## src/rtl/latch_writer_pkg.sv

```systemverilog
// latch_writer_pkg: shared state encoding, pin indices and counter width for the latch writer.
package latch_writer_pkg;

    typedef enum logic [1:0] {
        IDLE   = 2'd0,
        SETUP  = 2'd1,
        STROBE = 2'd2,
        HOLD   = 2'd3
    } state_t;

    localparam int PIN_START = 0;
    localparam int PIN_ABORT = 1;
    localparam int PIN_RB    = 2;
    localparam int PIN_D     = 0;
    localparam int PIN_E     = 1;
    localparam int PIN_SEL   = 2;
    localparam int PIN_BUSY  = 5;
    localparam int PIN_DONE  = 6;
    localparam int PIN_ERR   = 7;
    localparam int CNT_W     = 4;

endpackage

```

## src/rtl/latch_writer_sync2.sv

```systemverilog
// latch_writer_sync2: two-flop synchronizer for one asynchronous pin, cleared to 0 by reset.
module latch_writer_sync2 (
    input  logic clk,
    input  logic rst_n,
    input  logic i_d,
    output logic o_q
);

    logic r_meta;
    logic r_q;

    always_ff @(posedge clk or negedge rst_n) begin
        if (!rst_n) begin
            r_meta <= 1'b0;
            r_q    <= 1'b0;
        end else begin
            r_meta <= i_d;
            r_q    <= r_meta;
        end
    end

    assign o_q = r_q;

endmodule

```

## src/rtl/tt_um_islam_ihfaz_latch_writer.sv

```systemverilog
// tt_um_islam_ihfaz_latch_writer: writes a byte bit by bit into eight external D-latches via d/e/select.
// Optional readback compare of the written bit is built when LATCH_WRITER_READBACK_EN is defined.
module tt_um_islam_ihfaz_latch_writer
    import latch_writer_pkg::*;
#(
    parameter int SETUP_CYC = 2,
    parameter int PULSE_CYC = 2,
    parameter int HOLD_CYC  = 1
) (
    input  logic       clk,
    input  logic       rst_n,
    input  logic       ena,
    input  logic [7:0] ui_in,
    input  logic [7:0] uio_in,
    output logic [7:0] uo_out,
    output logic [7:0] uio_out,
    output logic [7:0] uio_oe
);

    localparam logic [CNT_W-1:0] LD_S = CNT_W'(SETUP_CYC - 1);
    localparam logic [CNT_W-1:0] LD_P = CNT_W'(PULSE_CYC - 1);
    localparam logic [CNT_W-1:0] LD_H = CNT_W'(HOLD_CYC - 1);

    logic             w_start_s;
    logic             w_abort_s;
    logic             w_accept;
    logic             w_err;
    logic             r_start_q;
    logic             r_start_rise;
    state_t           r_state;
    logic [CNT_W-1:0] r_cnt;
    logic [2:0]       r_idx;
    logic [7:0]       r_byte;
    logic             r_d;
    logic             r_e;
    logic             r_busy;
    logic             r_done;

    latch_writer_sync2 u_sync_start (.clk(clk), .rst_n(rst_n), .i_d(ui_in[PIN_START]), .o_q(w_start_s));
    latch_writer_sync2 u_sync_abort (.clk(clk), .rst_n(rst_n), .i_d(ui_in[PIN_ABORT]), .o_q(w_abort_s));

    // abort has priority over a start edge seen in the same cycle
    assign w_accept = (r_state == IDLE) && r_start_rise && !w_abort_s;

    always_ff @(posedge clk or negedge rst_n) begin
        if (!rst_n) begin
            r_start_q    <= 1'b0;
            r_start_rise <= 1'b0;
            r_state      <= IDLE;
            r_cnt        <= '0;
            r_idx        <= '0;
            r_byte       <= '0;
            r_d          <= 1'b0;
            r_e          <= 1'b0;
            r_busy       <= 1'b0;
            r_done       <= 1'b0;
        end else begin
            r_start_q    <= w_start_s;
            r_start_rise <= w_start_s & ~r_start_q;
            if (w_abort_s && r_state != IDLE) begin
                r_state <= IDLE;
                r_e     <= 1'b0;
                r_busy  <= 1'b0;
                r_done  <= 1'b0;
                r_idx   <= '0;
            end else begin
                case (r_state)
                    IDLE: if (w_accept) begin
                        r_byte  <= uio_in;
                        r_idx   <= '0;
                        r_d     <= uio_in[0];
                        r_done  <= 1'b0;
                        r_busy  <= 1'b1;
                        r_cnt   <= LD_S;
                        r_state <= SETUP;
                    end
                    SETUP: if (r_cnt == '0) begin
                        r_state <= STROBE;
                        r_e     <= 1'b1;
                        r_cnt   <= LD_P;
                    end else r_cnt <= r_cnt - CNT_W'(1);
                    STROBE: if (r_cnt == '0) begin
                        r_state <= HOLD;
                        r_e     <= 1'b0;
                        r_cnt   <= LD_H;
                    end else r_cnt <= r_cnt - CNT_W'(1);
                    HOLD: if (r_cnt == '0) begin
                        if (r_idx == 3'd7) begin
                            r_state <= IDLE;
                            r_busy  <= 1'b0;
                            r_done  <= 1'b1;
                        end else begin
                            r_idx   <= r_idx + 3'd1;
                            r_d     <= r_byte[r_idx + 3'd1];
                            r_cnt   <= LD_S;
                            r_state <= SETUP;
                        end
                    end else r_cnt <= r_cnt - CNT_W'(1);
                    default: r_state <= IDLE;
                endcase
            end
        end
    end

`ifdef LATCH_WRITER_READBACK_EN
    logic w_rb_s;
    logic r_err;

    // two sync flops delay q, so it is only trustworthy this late after e rises
    if (PULSE_CYC + HOLD_CYC < 3) begin : g_rb_check
        $error("LATCH_WRITER_READBACK_EN needs PULSE_CYC + HOLD_CYC >= 3");
    end

    latch_writer_sync2 u_sync_rb (.clk(clk), .rst_n(rst_n), .i_d(ui_in[PIN_RB]), .o_q(w_rb_s));

    always_ff @(posedge clk or negedge rst_n) begin
        if (!rst_n) r_err <= 1'b0;
        else if (w_accept) r_err <= 1'b0;
        else if (r_state == HOLD && r_cnt == '0 && !w_abort_s && w_rb_s != r_d) r_err <= 1'b1;
    end

    assign w_err = r_err;

    logic w_unused;
    assign w_unused = &{1'b0, ena, ui_in[7:3]};
`else
    assign w_err = 1'b0;

    logic w_unused;
    assign w_unused = &{1'b0, ena, ui_in[7:2]};
`endif

    assign uo_out  = {w_err, r_done, r_busy, r_idx, r_e, r_d};
    assign uio_out = 8'h00;
    assign uio_oe  = 8'h00;

endmodule
```

## config.mk

```make
export PLATFORM = sky130hd
export DESIGN_NAME = tt_um_islam_ihfaz_latch_writer
export DESIGN_NICKNAME = d
export VERILOG_FILES = /design/src/rtl/latch_writer_pkg.sv /design/src/rtl/latch_writer_sync2.sv /design/src/rtl/tt_um_islam_ihfaz_latch_writer.sv
export SDC_FILE = /design/constraint.sdc
export NUM_CORES = 1
export LEC_CHECK = 0
export CORE_ASPECT_RATIO = 0.75
export CORE_MARGIN = 2
export CORE_UTILIZATION = 52
export DETAILED_ROUTE_END_ITERATION = 8
export PLACE_DENSITY = 0.9
export SYNTH_ARGS = -nofsm -noshare
export SYNTH_HDL_FRONTEND = slang
export SYNTH_HIERARCHICAL = 1
export SYNTH_SLANG_ARGS = --single-unit
```

## constraint.sdc

```tcl
create_clock -name clk -period 5 [get_ports clk]
set_input_delay 0.5 -clock clk [delete_from_list [all_inputs] [get_ports clk]]
set_output_delay 0.5 -clock clk [all_outputs]
set_load 0.01 [all_outputs]
```

After elaboration in Yosys (flattened, before gate mapping)
Index checks and enable logic that the tools add are counted.
Word-level totals
  register bits after elaboration: 27
  bits in latches: 0
  bits in writable memories: 0
  ROM bits: 0
  input port bits: 19
  output and inout port bits: 24
  word-level logic and storage cells: 89
  memories kept: 0
Cells by class
  $add $sub $neg: 2
  multipliers: 0
  divide/modulo/power cells: 0
  $lt $le $gt $ge: 1
  equality and inequality tests: 14
  shifts and indexed selects: 0
  muxes and demuxes: 38
  bitwise operators: 3
  reduce and logical (&&, ||, !) cells: 17
Operators by type and width (number)
  two-way mux 4 bit: 5
  inequality test 3 bit (second input constant): 6
  two-way mux 1 bit: 16
  one-hot mux 4 bit (4 select lines): 1
  two-way mux 3 bit: 4
  AND reduction 4 bit: 3
  two-way mux 2 bit: 5
  AND reduction 3 bit: 3
  one-hot mux 1 bit (2 select lines): 4
  one-hot mux 2 bit (4 select lines): 1
  inequality test 2 bit (second input constant): 3
  one-hot mux 3 bit (2 select lines): 1
  nonzero test 3 bit: 2
  AND reduction 5 bit: 1
  equality test 2 bit (second input constant): 2
  logical NOT 4 bit: 1
  less-than comparator 3 x 4 -> 1 bit (second input constant): 1
  nonzero test 2 bit: 2
  subtractor 4 x 1 -> 4 bit (second input constant): 1
  adder 3 x 1 -> 3 bit (second input constant): 1
  binary-select mux 1 bit (select 3 bit): 1
  equality test 3 bit (second input constant): 1
  logical AND 1 bit: 3
  inequality test 3 x 2 -> 1 bit (second input constant): 1
  other kinds (5): 6

Longest topological paths before layout
Gate-level depths: netlist (run 1).
  word-level depth: 6
  depth in mapped cells: 7
  mapped depth without buffers: 6

Modules after synthesis
Netlist (run 1), hierarchy kept.
Modules (own cells, without submodules)
  tt_um_islam_ihfaz_latch_writer: times used 1, cells an instance 141, area an instance 1488.9 µm², sequential area each 575.6 µm²
  latch_writer_sync2: times used 2, cells an instance 2, area an instance 50.0 µm², sequential area each 50.0 µm²

Worst setup path before layout (run 1)
Ideal clock, no wire load.
  kind: reg-to-reg
  start: register r_idx[0]
  end: register r_d
  library setup time: 0.131 ns
  arrival: 1.659 ns
  data required time: 4.869 ns
  slack: 3.209 ns
  cell stages (with the launch flop): 7
  buffers on the path: 0
  period minus slack after synthesis: 1.791 ns
  cells stage by stage: dfrtp_1 ha_1 ha_1 mux4_2 a2bb2oi_1 a31oi_1 mux2i_1
On the way
  longest elaborated chain between the ends: 6
  elaborated cells on any way between the ends: 9
  classes of those cells: 1 x add/sub; 2 x eq/ne; 5 x mux; 1 x reduce/logical
RTL lines
  start: declaration: line tt_um_islam_ihfaz_latch_writer.sv:32  | logic [2:0] r_idx;
  start signal: assignment: line tt_um_islam_ihfaz_latch_writer.sv:93  | r_idx <= r_idx + 3'd1;
  adder 3 x 1 -> 3 bit: line tt_um_islam_ihfaz_latch_writer.sv:94  | r_d <= r_byte[r_idx + 3'd1];
  binary-select mux 1 bit (select 3 bit): line tt_um_islam_ihfaz_latch_writer.sv:94
  two-way mux 1 bit (not written as such): line tt_um_islam_ihfaz_latch_writer.sv:94
  two-way mux 1 bit: line tt_um_islam_ihfaz_latch_writer.sv:88  | if (r_idx == 3'd7) begin
  two-way mux 1 bit: line tt_um_islam_ihfaz_latch_writer.sv:87  | HOLD: if (r_cnt == '0) begin
  one-hot mux 1 bit (2 select lines): line tt_um_islam_ihfaz_latch_writer.sv:67  | case (r_state)
  end signal: assignment: line tt_um_islam_ihfaz_latch_writer.sv:71  | r_d <= uio_in[0];
  end signal: assignment: line tt_um_islam_ihfaz_latch_writer.sv:94
  end: declaration: line tt_um_islam_ihfaz_latch_writer.sv:34  | logic r_d;
Several ways; a longest one is shown, not always the timed one. The select of a mux whose other input is x is not followed.
A chain may end at the register's enable or synchronous reset.

Worst setup path after layout (run 1)
  start: register r_state[1]
  end: register r_cnt[2]
On the way
  longest elaborated chain between the ends: 5
  elaborated cells on any way between the ends: 13
  classes of those cells: 5 x eq/ne; 1 x mux; 1 x bitwise; 6 x reduce/logical
RTL lines
  start: declaration: line tt_um_islam_ihfaz_latch_writer.sv:30  | state_t r_state;
  start signal: assignment: line tt_um_islam_ihfaz_latch_writer.sv:49  | r_state <= IDLE;
  start signal: assignment: line tt_um_islam_ihfaz_latch_writer.sv:61  | r_state <= IDLE;
  start signal: assignment: line tt_um_islam_ihfaz_latch_writer.sv:75  | r_state <= SETUP;
  logical NOT 2 bit: line tt_um_islam_ihfaz_latch_writer.sv:43, tt_um_islam_ihfaz_latch_writer.sv:67
  logical AND 1 bit (2 in a row): line tt_um_islam_ihfaz_latch_writer.sv:43  | assign w_accept = (r_state == IDLE) && r_start_rise && !w_abort_s;
  inequality test 2 bit (no line)
  AND reduction 3 bit (no line)
  end signal: assignment: line tt_um_islam_ihfaz_latch_writer.sv:81  | end else r_cnt <= r_cnt - CNT_W'(1);
  end signal: assignment: line tt_um_islam_ihfaz_latch_writer.sv:86  | end else r_cnt <= r_cnt - CNT_W'(1);
  end signal: assignment: line tt_um_islam_ihfaz_latch_writer.sv:98  | end else r_cnt <= r_cnt - CNT_W'(1);
  end: declaration: line tt_um_islam_ihfaz_latch_writer.sv:31  | logic [CNT_W-1:0] r_cnt;
Several ways; a longest one is shown, not always the timed one.

==> metrics, run 1 <==
Hold WS=356 ps; Post-synth ARST share=100%; CTS resizes=0; Startpoint Class=register; die width=67.8 µm; Finished Layout Cells=198; clk buf depth=2; Post CTS Setup Buffer Count=0; critical path type=register to register; FILL cells=246; drt pass-1 iters=6; synth warn=6; # diodes=0; Max-Cap Viols=0; max frequency=between 400 and 500 MHz; Antenna Nets Post-Route=0; total number of vias=1057; Slew headroom=60.1%; gr ovfl total=0; Worst Tran Pin Value=598 ps; Hold Path Class=register to register; die height=51.9 µm; Cell Pwr Density=516 mW/mm²; Synth top area share=42.5%; vias in the first global route=1049; # IOs=43; status=completed; Routed WL=~2700 µm; setup ws final=2930 ps; Final nets=188; Via density=5.34; share of cells above drive strength 1=roughly 14%; commonest non-fill, non-tap cell in the layout=dfrtp_1; HPWL after detailed placement=just over 2000 µm; fin area=0.00176 mm²; Max Transition Viols Final=0; Clock Pin Slew Worst Setup and Hold Paths=approximately 100 ps; first-pass GRT wire length=4690 µm; Synth Register Bits=27; final hold violations=0; skew final=1.44 ps; DRC errors left=0; Placeable Area=0.00294 mm²; initial antenna violation count=0; placed insts=between 150 and 200; post-route minimum period=2070 ps; endpoint class of the critical path=register; Setup TNS=0 ps; drt wl/cell=13.6 µm; GRT Overall Usage=18.0%; area leader, netlist=dfrtp_1; Initial Util=54.1%; die area=0.00352 mm²; CTS tree=built; synthesis-to-layout area growth=10.9%; period utilization=41.5%; row cnt=17; mapped cell area=0.00159 mm²; pre-CTS setup slack=roughly 3000 ps; pin count of the biggest net entering global routing=28; # clock sinks=27; cts hold-fix bufs=0; sequential share of the synthesized area=42.5%; RSZ-0062 raised after global routing=false; Post-synth EDFFs=0; Max IR drop VDD=around 0.00024 V; clk_lat worst skew=between 200 and 300 ps; Area contributors post-synth=dfrtp_1 43%, buf_4 9.9%, mux2_2 7.8%; Final Util=60.1%; number of buffers added on ports=18; Avg Cell Area, Syn=11.0 µm²; dpl cell area=0.00171 mm²; Synth Instances=145; count of different cell masters after synthesis=38; Crit path required time=5170 ps; Pleak=between 0.7 and 0.8 nW; Tot Pwr=909 µW; Iter 0 DRT Violations=50; most frequent cells in the layout=27 x dfrtp_1, 18 x clkdlybuf4s50_1, 17 x conb_1; GPL Wtd Cong=between 0.8 and 0.9; CTS H-tree lvls=1; final setup violation count=0; Synth Flop Type=dfrtp_1; CP arrival=2250 ps; CP Max Fanout=13; total CTS buffers=3; root buf cell=clkbuf_8
## metal layers
metal | wire length [µm] | part of all wire, % | vias up | track usage, %
li1 | - | - | 507 | -
met5 | 0 | 0 | - | 0
met3 | 119 | 4.4 | 2 | 5.19
met4 | 6 | 0.22 | 0 | 3.00
met2 | 1370 | 51 | 30 | 31.2
met1 | 1200 | 45 | 518 | 22.7
## path summary, 6_finish.rpt
check | start | endpoint | slack, ps | cells past startpoint
max in group asynchronous | rst_n | r_byte[1] | 4150 | 2
max | r_state[1] | r_cnt[2] | 2930 | 6
max reg2reg | r_state[1] | r_cnt[2] | 2930 | 6
min reg2reg | u_sync_abort/r_meta | u_sync_abort/o_q | 360 | 0
min | u_sync_abort/r_meta | u_sync_abort/o_q | 360 | 0
min in group asynchronous | rst_n | r_e | 600 | 2
## critical path, cell delays in order (launching register included)
cell and delay (ps):
dfrtp_1 470, inv_1 120, ha_1 340, nor2b_1 260, a311oi_2 440, o31ai_1 140, a21o_1 200
## flip-flops by register name (all words and copies together) (netlist names)
name and count:
u_sync_abort/r_meta 1, r_done 1, r_busy 1, r_d 1, r_state 2, r_start_rise 1
r_start_q 1, r_cnt 4, u_sync_start/o_q 1, r_idx 3, u_sync_abort/o_q 1, r_byte 8
u_sync_start/r_meta 1, r_e 1
## synthesized netlist by cell type, types with 2 or more instances
cell type,number
nand2b_1,3
buf_4,21
o31ai_1,4
mux2i_1,5
a21o_1,4
ha_1,8
mux2_2,11
nand2_1,5
nor2_1,6
o21ai_0,5
nor3_1,3
a21oi_1,2
a32o_1,2
nor2b_1,5
inv_1,9
dfrtp_1,27
nand3_1,3
buf_2,2
## power breakdown
part	internal (mW)	leakage (nW)	switching [mW]
sequential	0.291	0.336	0.0596
clock	0.0585	0.0261	0.0712
combinational	0.212	0.430	0.217
total	0.561	0.792	0.348
## area by class of cell
| cell class | instances | area [µm²] | area share, % |
|---|---|---|---|
| Multi-Input combinational cell | 101 | 768 | 43.6 |
| Sequential cell | 27 | 676 | 38.3 |
| Timing Repair Buffer | 19 | 188 | 10.6 |
| Tap cell | 38 | 47.5 | 2.70 |
| Clock buffer | 3 | 41.3 | 2.34 |
| Inverter | 9 | 33.8 | 1.92 |
| Clock inverter | 1 | 8.76 | 0.497 |
## cell families after synthesis
kind of cell             synth area share, %
adder cells (fa/ha/maj)                 6.30
AND/OR/NAND/NOR                         11.7
AO/OA/AOI/OAI                           14.0
other                                  0.236
multiplexers                            12.4
buffers and inverters                   12.9
flip-flops                              42.5
Note: power is estimated with default switching activity, not from simulation.
==> inputs of run 2 (changes only) <==
--- a/config.mk
+++ b/config.mk
@@ -7,9 +7,9 @@
 export LEC_CHECK = 0
 export CORE_ASPECT_RATIO = 0.75
 export CORE_MARGIN = 2
-export CORE_UTILIZATION = 52
+export CORE_UTILIZATION = 43
 export DETAILED_ROUTE_END_ITERATION = 8
-export PLACE_DENSITY = 0.9
+export PLACE_DENSITY = 0.8
 export SYNTH_ARGS = -nofsm -noshare
 export SYNTH_HDL_FRONTEND = slang
 export SYNTH_HIERARCHICAL = 1
==> constraint.sdc (replaced) <==
create_clock -name clk -period 1.75 [get_ports clk]
set_input_delay 0.175 -clock clk [delete_from_list [all_inputs] [get_ports clk]]
set_output_delay 0.175 -clock clk [all_outputs]
set_load 0.01 [all_outputs]
==> run 2 against run 1 <==
The flow now finishes with violations (negative setup slack); utilization down 3.7 points; sequential power rose to 2.8 times the previous value; non-clock buffer count up 22; combinational power rose to 4.1 times the previous value; clock power rose to 3.0 times the previous value; total power rose to 3.4 times the previous value; count of clock-buffer cells in the layout unchanged; critical path depth up 1; register-to-register slack worse by 3000 ps.
==> metrics, run 2 (synthesis results as in run 1) <==
Max Transition Viols Final=0 (unchanged); Max IR drop VDD=0.000620 V (+160%); failing checks=negative setup slack; CTS tree=built; setup ws final=-45.7 ps (-2970 ps); P_sw=1.16 mW (+230%); CP arrival=2010 ps (-240 ps); CTS H-tree lvls=1 (unchanged); Pleak=0.909 nW (+15%); cts hold-fix bufs=0 (unchanged); drt wl/cell=13.8 µm (+1.2%); final hold violations=0 (unchanged); Reg with most FFs=r_byte; skew final=1.93 ps (+0.492 ps); die area=0.00420 mm² (+19%); Via density=4.87 (-8.8%); clk buf depth=2 (unchanged); Clock Pin Slew Worst Setup and Hold Paths=100 ps (about the same); GRT Overall Usage=16.3% (-1.8 points); clk_lat worst skew=280 ps (about the same); status=finished, violations left; Initial Util=44.3% (-9.9 points); sequential power share=31.3% (-7.2 points); Comb power frac=56.2% (+9.0 points); synthesis-to-layout area growth=27.3%; Hold Path Class=input pin to async pin; root buf cell=clkbuf_8; Slew headroom=65.5% (+5.3 points); final setup violation count=7 (+7); post-route minimum period=1800 ps (-277 ps); CP Max Fanout=5 (-8); GPL Wtd Cong=0.862 (+0.58%); Cell Pwr Density=1530 mW/mm² (+200%); max frequency=557 MHz (+15%); gr ovfl total=0 (unchanged); # diodes=0 (unchanged); initial antenna violation count=0 (unchanged); pin count of the biggest net entering global routing=28 (unchanged); max FFs per register=8 (unchanged); Final Util=56.4% (-3.7 points); share of cells above drive strength 1=31.9% (+17 points); Routed WL=3220 µm (+20%); commonest non-fill, non-tap cell in the layout=dfrtp_1; number of buffers added on ports=18 (unchanged); total CTS buffers=3 (unchanged); Cell Int Power=1.94 mW (+240%); die width=74.2 µm (+9.4%); RSZ-0062 raised after global routing=true; row cnt=19 (+2); Worst Tran Pin Value=518 ps (-79.6 ps); Final nets=210 (+12%); # IOs=43 (unchanged); Clock power frac=12.5% (-1.8 points); die height=56.6 µm (+9.2%); total number of vias=1139 (+7.8%); Iter 0 DRT Violations=38 (-24%); Crit path required time=1960 ps (-3210 ps); vias in the first global route=1143 (+9.0%); HPWL after detailed placement=2370 µm (+17%); sw frac=37.6% (-0.69 points); most frequent cells in the layout=26 x dfrtp_1, 23 x buf_4, 18 x clkdlybuf4s50_1; Max-Cap Viols=0 (unchanged); first-pass GRT wire length=5180 µm (+10%); Startpoint Class=register; period utilization=103% (+61 points); # clock sinks=27 (unchanged); critical path type=register to register; DRC errors left=0 (unchanged); drt pass-1 iters=4 (-2); Antenna Nets Post-Route=0 (unchanged); endpoint class of the critical path=register; Hold WS=250 ps (-106 ps); Largest regs=r_byte: 8 flops, r_cnt: 4 flops, r_idx: 3 flops; Placeable Area=0.00359 mm² (+22%)
-- run 2: cell types whose count changed in the layout (fill, tap and decap cells not counted), moves of 3 or more --
| cell | previous run | this run |
|---|---|---|
| buf_4 | 1 | 23 |
| ha_1 | 8 | 4 |
| ha_4 | 0 | 3 |
| inv_1 | 9 | 6 |
| inv_2 | 0 | 3 |
| mux2_2 | 11 | 8 |
| mux2_4 | 0 | 3 |
-- run 2: final cells by class --
class / instances / area, µm²
fillers: 309 / 1570
multi-input cells: 101 / 845
flip-flops and latches: 27 / 677
repair buffers: 41 / 353
well taps: 52 / 65.1
clock buffers: 3 / 41.3
inverters: 9 / 33.8
clock inverters: 1 / 8.76
-- run 2: worst paths after layout --
check | cells after the start | to | slack [ps] | startpoint
hold / removal | 2 | r_e | 250 | rst_n
setup reg to reg | 7 | r_cnt[3] | -50 | r_state[0]
min in group clk | 1 | u_sync_abort/r_meta | 320 | ui_in[1]
max in group asynchronous | 2 | r_idx[0] | 1220 | rst_n
setup / recovery | 7 | r_cnt[3] | -50 | r_state[0]
hold reg to reg | 0 | u_sync_abort/o_q | 360 | u_sync_abort/r_meta
-- run 2: worst max-delay path: stages, from the launching register on --
cell	delay [ps]
dfrtp_1	410
inv_1	120
buf_4	140
ha_1	200
nor3_2	80
or2_2	340
o31ai_2	290
o2bb2ai_1	150
-- run 2: power by group through the flow --
stage / clock network [mW] / registers (mW) / logic [mW]
after floorplan: 0 / 0.968 / 1.03
after global placement: 0 / 0.966 / 1.45
after detailed placement: 0 / 0.984 / 1.52
after CTS: 0.390 / 0.974 / 1.66
after global routing: 0.416 / 1.00 / 1.89
final: 0.387 / 0.972 / 1.74
-- run 2: through the flow --
stage / total power [mW] / instance area, µm² / setup TNS (ps) / setup WS (ps) / std cells
after floorplan: 2.00 / 1660 / -2.42 / -2.42 / 161
after global placement: 2.42 / 1880 / 0 / 3.64 / 226
after detailed placement: 2.50 / 1880 / -330 / -93.8 / 226
after CTS: 3.03 / 2000 / -73.3 / -24.8 / 233
after global routing: 3.31 / 2020 / -954 / -136 / 234
final: 3.10 / 2020 / -187 / -45.7 / 234
-- run 2: what timing repair did --
item	in CTS	in global routing
setup endpoints to repair	8	10
pin swaps	2	2
setup buffers	3	1
gates resized for setup	12	4
-- run 2: layer usage --
metal	routed length [µm]	GRT usage, %	up-vias	share of wire (%)
li1	-	-	547	-
met1	1430	20.7	544	44
met2	1530	26.7	38	47
met3	201	5.92	10	6.2
met4	58	3.12	0	1.8
met5	0	0	-	0
==> edit, RTL diff (settings of run 2) <==
The 4 states of `state_t` get a one-hot encoding in 4 bits.
--- a/src/rtl/latch_writer_pkg.sv
+++ b/src/rtl/latch_writer_pkg.sv
@@ -1,11 +1,11 @@
 // latch_writer_pkg: shared state encoding, pin indices and counter width for the latch writer.
 package latch_writer_pkg;
 
-    typedef enum logic [1:0] {
-        IDLE   = 2'd0,
-        SETUP  = 2'd1,
-        STROBE = 2'd2,
-        HOLD   = 2'd3
+    typedef enum logic [3:0] {
+        IDLE   = 4'b0001,
+        SETUP  = 4'b0010,
+        STROBE = 4'b0100,
+        HOLD   = 4'b1000
     } state_t;
 
     localparam int PIN_START = 0;
Function: same outputs for any inputs over 10 cycles, from zero or initial values and one cycle with rst_n low; not proved beyond that.
==> edit against run 2 <==
The run still ends with setup timing left. Hold slack improved by 0.028 ns. Cell area rose by 6.1%. Sequential cell count rose by 2. Setup slack got worse by 0.023 ns. Highest routed layer unchanged. Area after synthesis rose by 3.6%. Routed wire length rose by 15%. Count of clock-buffer cells in the layout rose by 4. Final cell count did not move.
Power is not compared: it rests on default switching activity, and its combinational part moved more than twofold at a synthesized area within 25%.
==> edit: results (changes against run 2) <==
- Net switching power: 401.3 uW
- DRT iter0 DRCs: 140 (was 38)
- Worst reg2reg path depth: 6 (was 7)
- Largest net degree at the start of global routing: 30 (was 28)
- Worst-Margin Slew: 0.5210 ns (was 0.5182 ns)
- Largest cells by area after synthesis: dfrtp_1 43%, buf_4 9.6%, mux2_1 5.5% (was dfrtp_1 43%, buf_4 9.9%, mux2_2 7.8%)
- Failing checks: setup timing (unchanged)
- Commonest cells in the netlist: 28 x dfrtp_1, 21 x buf_4, 8 x mux2_1 (was 27 x dfrtp_1, 21 x buf_4, 11 x mux2_2)
- Clk root buf: clkbuf_8 (unchanged)
- CTS clk-pin slew, worst paths: 0.06 ns (was 0.10 ns)
- Post-place setup slack: -0.05499 ns (was -0.09376 ns)
- Post-CTS Resized: 9 (was 12)
- Mapped Cells: 145 (unchanged)
- WP data arrival: 1.98 ns (was 2.01 ns)
- Nets: 204 (was 210)
- Sequential Power: 778 uW
- Placed cells: 219 (was 226)
- Setup TNS: -0.2492 ns (was -0.1867 ns)
- Critical Path Max Stage Delay: 0.43 ns (was 0.41 ns)
- Unique masters post-synth: 47 (was 38)
- Final worst slack: -0.06907 ns (was -0.04568 ns)
- Final number of setup-violating endpoints: 4 (was 7)
- Share of cells above drive strength 1: 32.42% (was 31.87%)
- First-pass GRT wire length: 5437 um (was 5175 um)
- Outcome: finished with violations (unchanged)
- Drt wl/cell: 15.82 um (was 13.76 um)
- Routability cong.: 0.8507 (was 0.8623)
- Worst hold path class: input port to asynchronous set/reset pin (unchanged)
- Top delay family on crit path: multiplexers (was compound AO/OA/AOI/OAI gates)
- CP Max Fanout: 3 (was 5)
- Post-synthesis sequential area ratio: 44.15% (was 42.52%)
- Biggest regs: r_byte: 8 flops, r_cnt: 4 flops, r_state: 4 flops (was r_byte: 8 flops, r_cnt: 4 flops, r_idx: 3 flops)
- Skew final: 0.002602 ns (was 0.001928 ns)
- Postcts setup bufs: 2 (was 3)
- Vias: 1,218 (was 1,139)
- Placed cell areas: 1906 um2 (was 1876 um2)
- Hpwl dp: 2381 um (was 2373 um)
- Final Power: 1.764 mW
- CP endpoint: r_d (was r_cnt[3])
- Worst setup path start: r_idx[0] (was r_state[0])
- H-tree depth: 2 (was 1)
- TritonCTS buffer count: 5 (was 3)
- Min Hold Slack: 0.2776 ns (was 0.2495 ns)
- Slowest-stage cell, CP: dfrtp_2 (was dfrtp_1)
==> edit: cell families (layout without fill, tap and decap cells) <==
| logic type | Yosys count | in the layout | share of synthesized area (%) |
|---|---|---|---|
| multiplexers | 15 | 15 | 12.16 |
| AO/OA/AOI/OAI | 22 | 22 | 9.195 |
| other | 1 | 17 | 0.2277 |
| adder cells (fa/ha/maj) | 4 | 4 | 3.040 |
| flip-flops | 29 | 29 | 44.15 |
| XOR/XNOR | 2 | 2 | 1.064 |
| buffers and inverters | 33 | 54 | 13.07 |
| AND/OR/NAND/NOR | 39 | 39 | 17.10 |
==> edit: cell type report <==
type | count | area, um2
clock inverters | 1 | 30.03
clock buffers | 7 | 86.33
fillers | 314 | 1515
inverters | 5 | 18.77
multi-input cells | 99 | 853.3
repair buffers | 41 | 364.1
flip-flops and latches | 29 | 728.2
well taps | 52 | 65.06
==> edit: per-layer routing <==
metal  track usage (%)  wire length, um
met5                 0                0
met4             8.271               61
met3             5.124              233
met2             27.70             1893
met1             21.36             1513
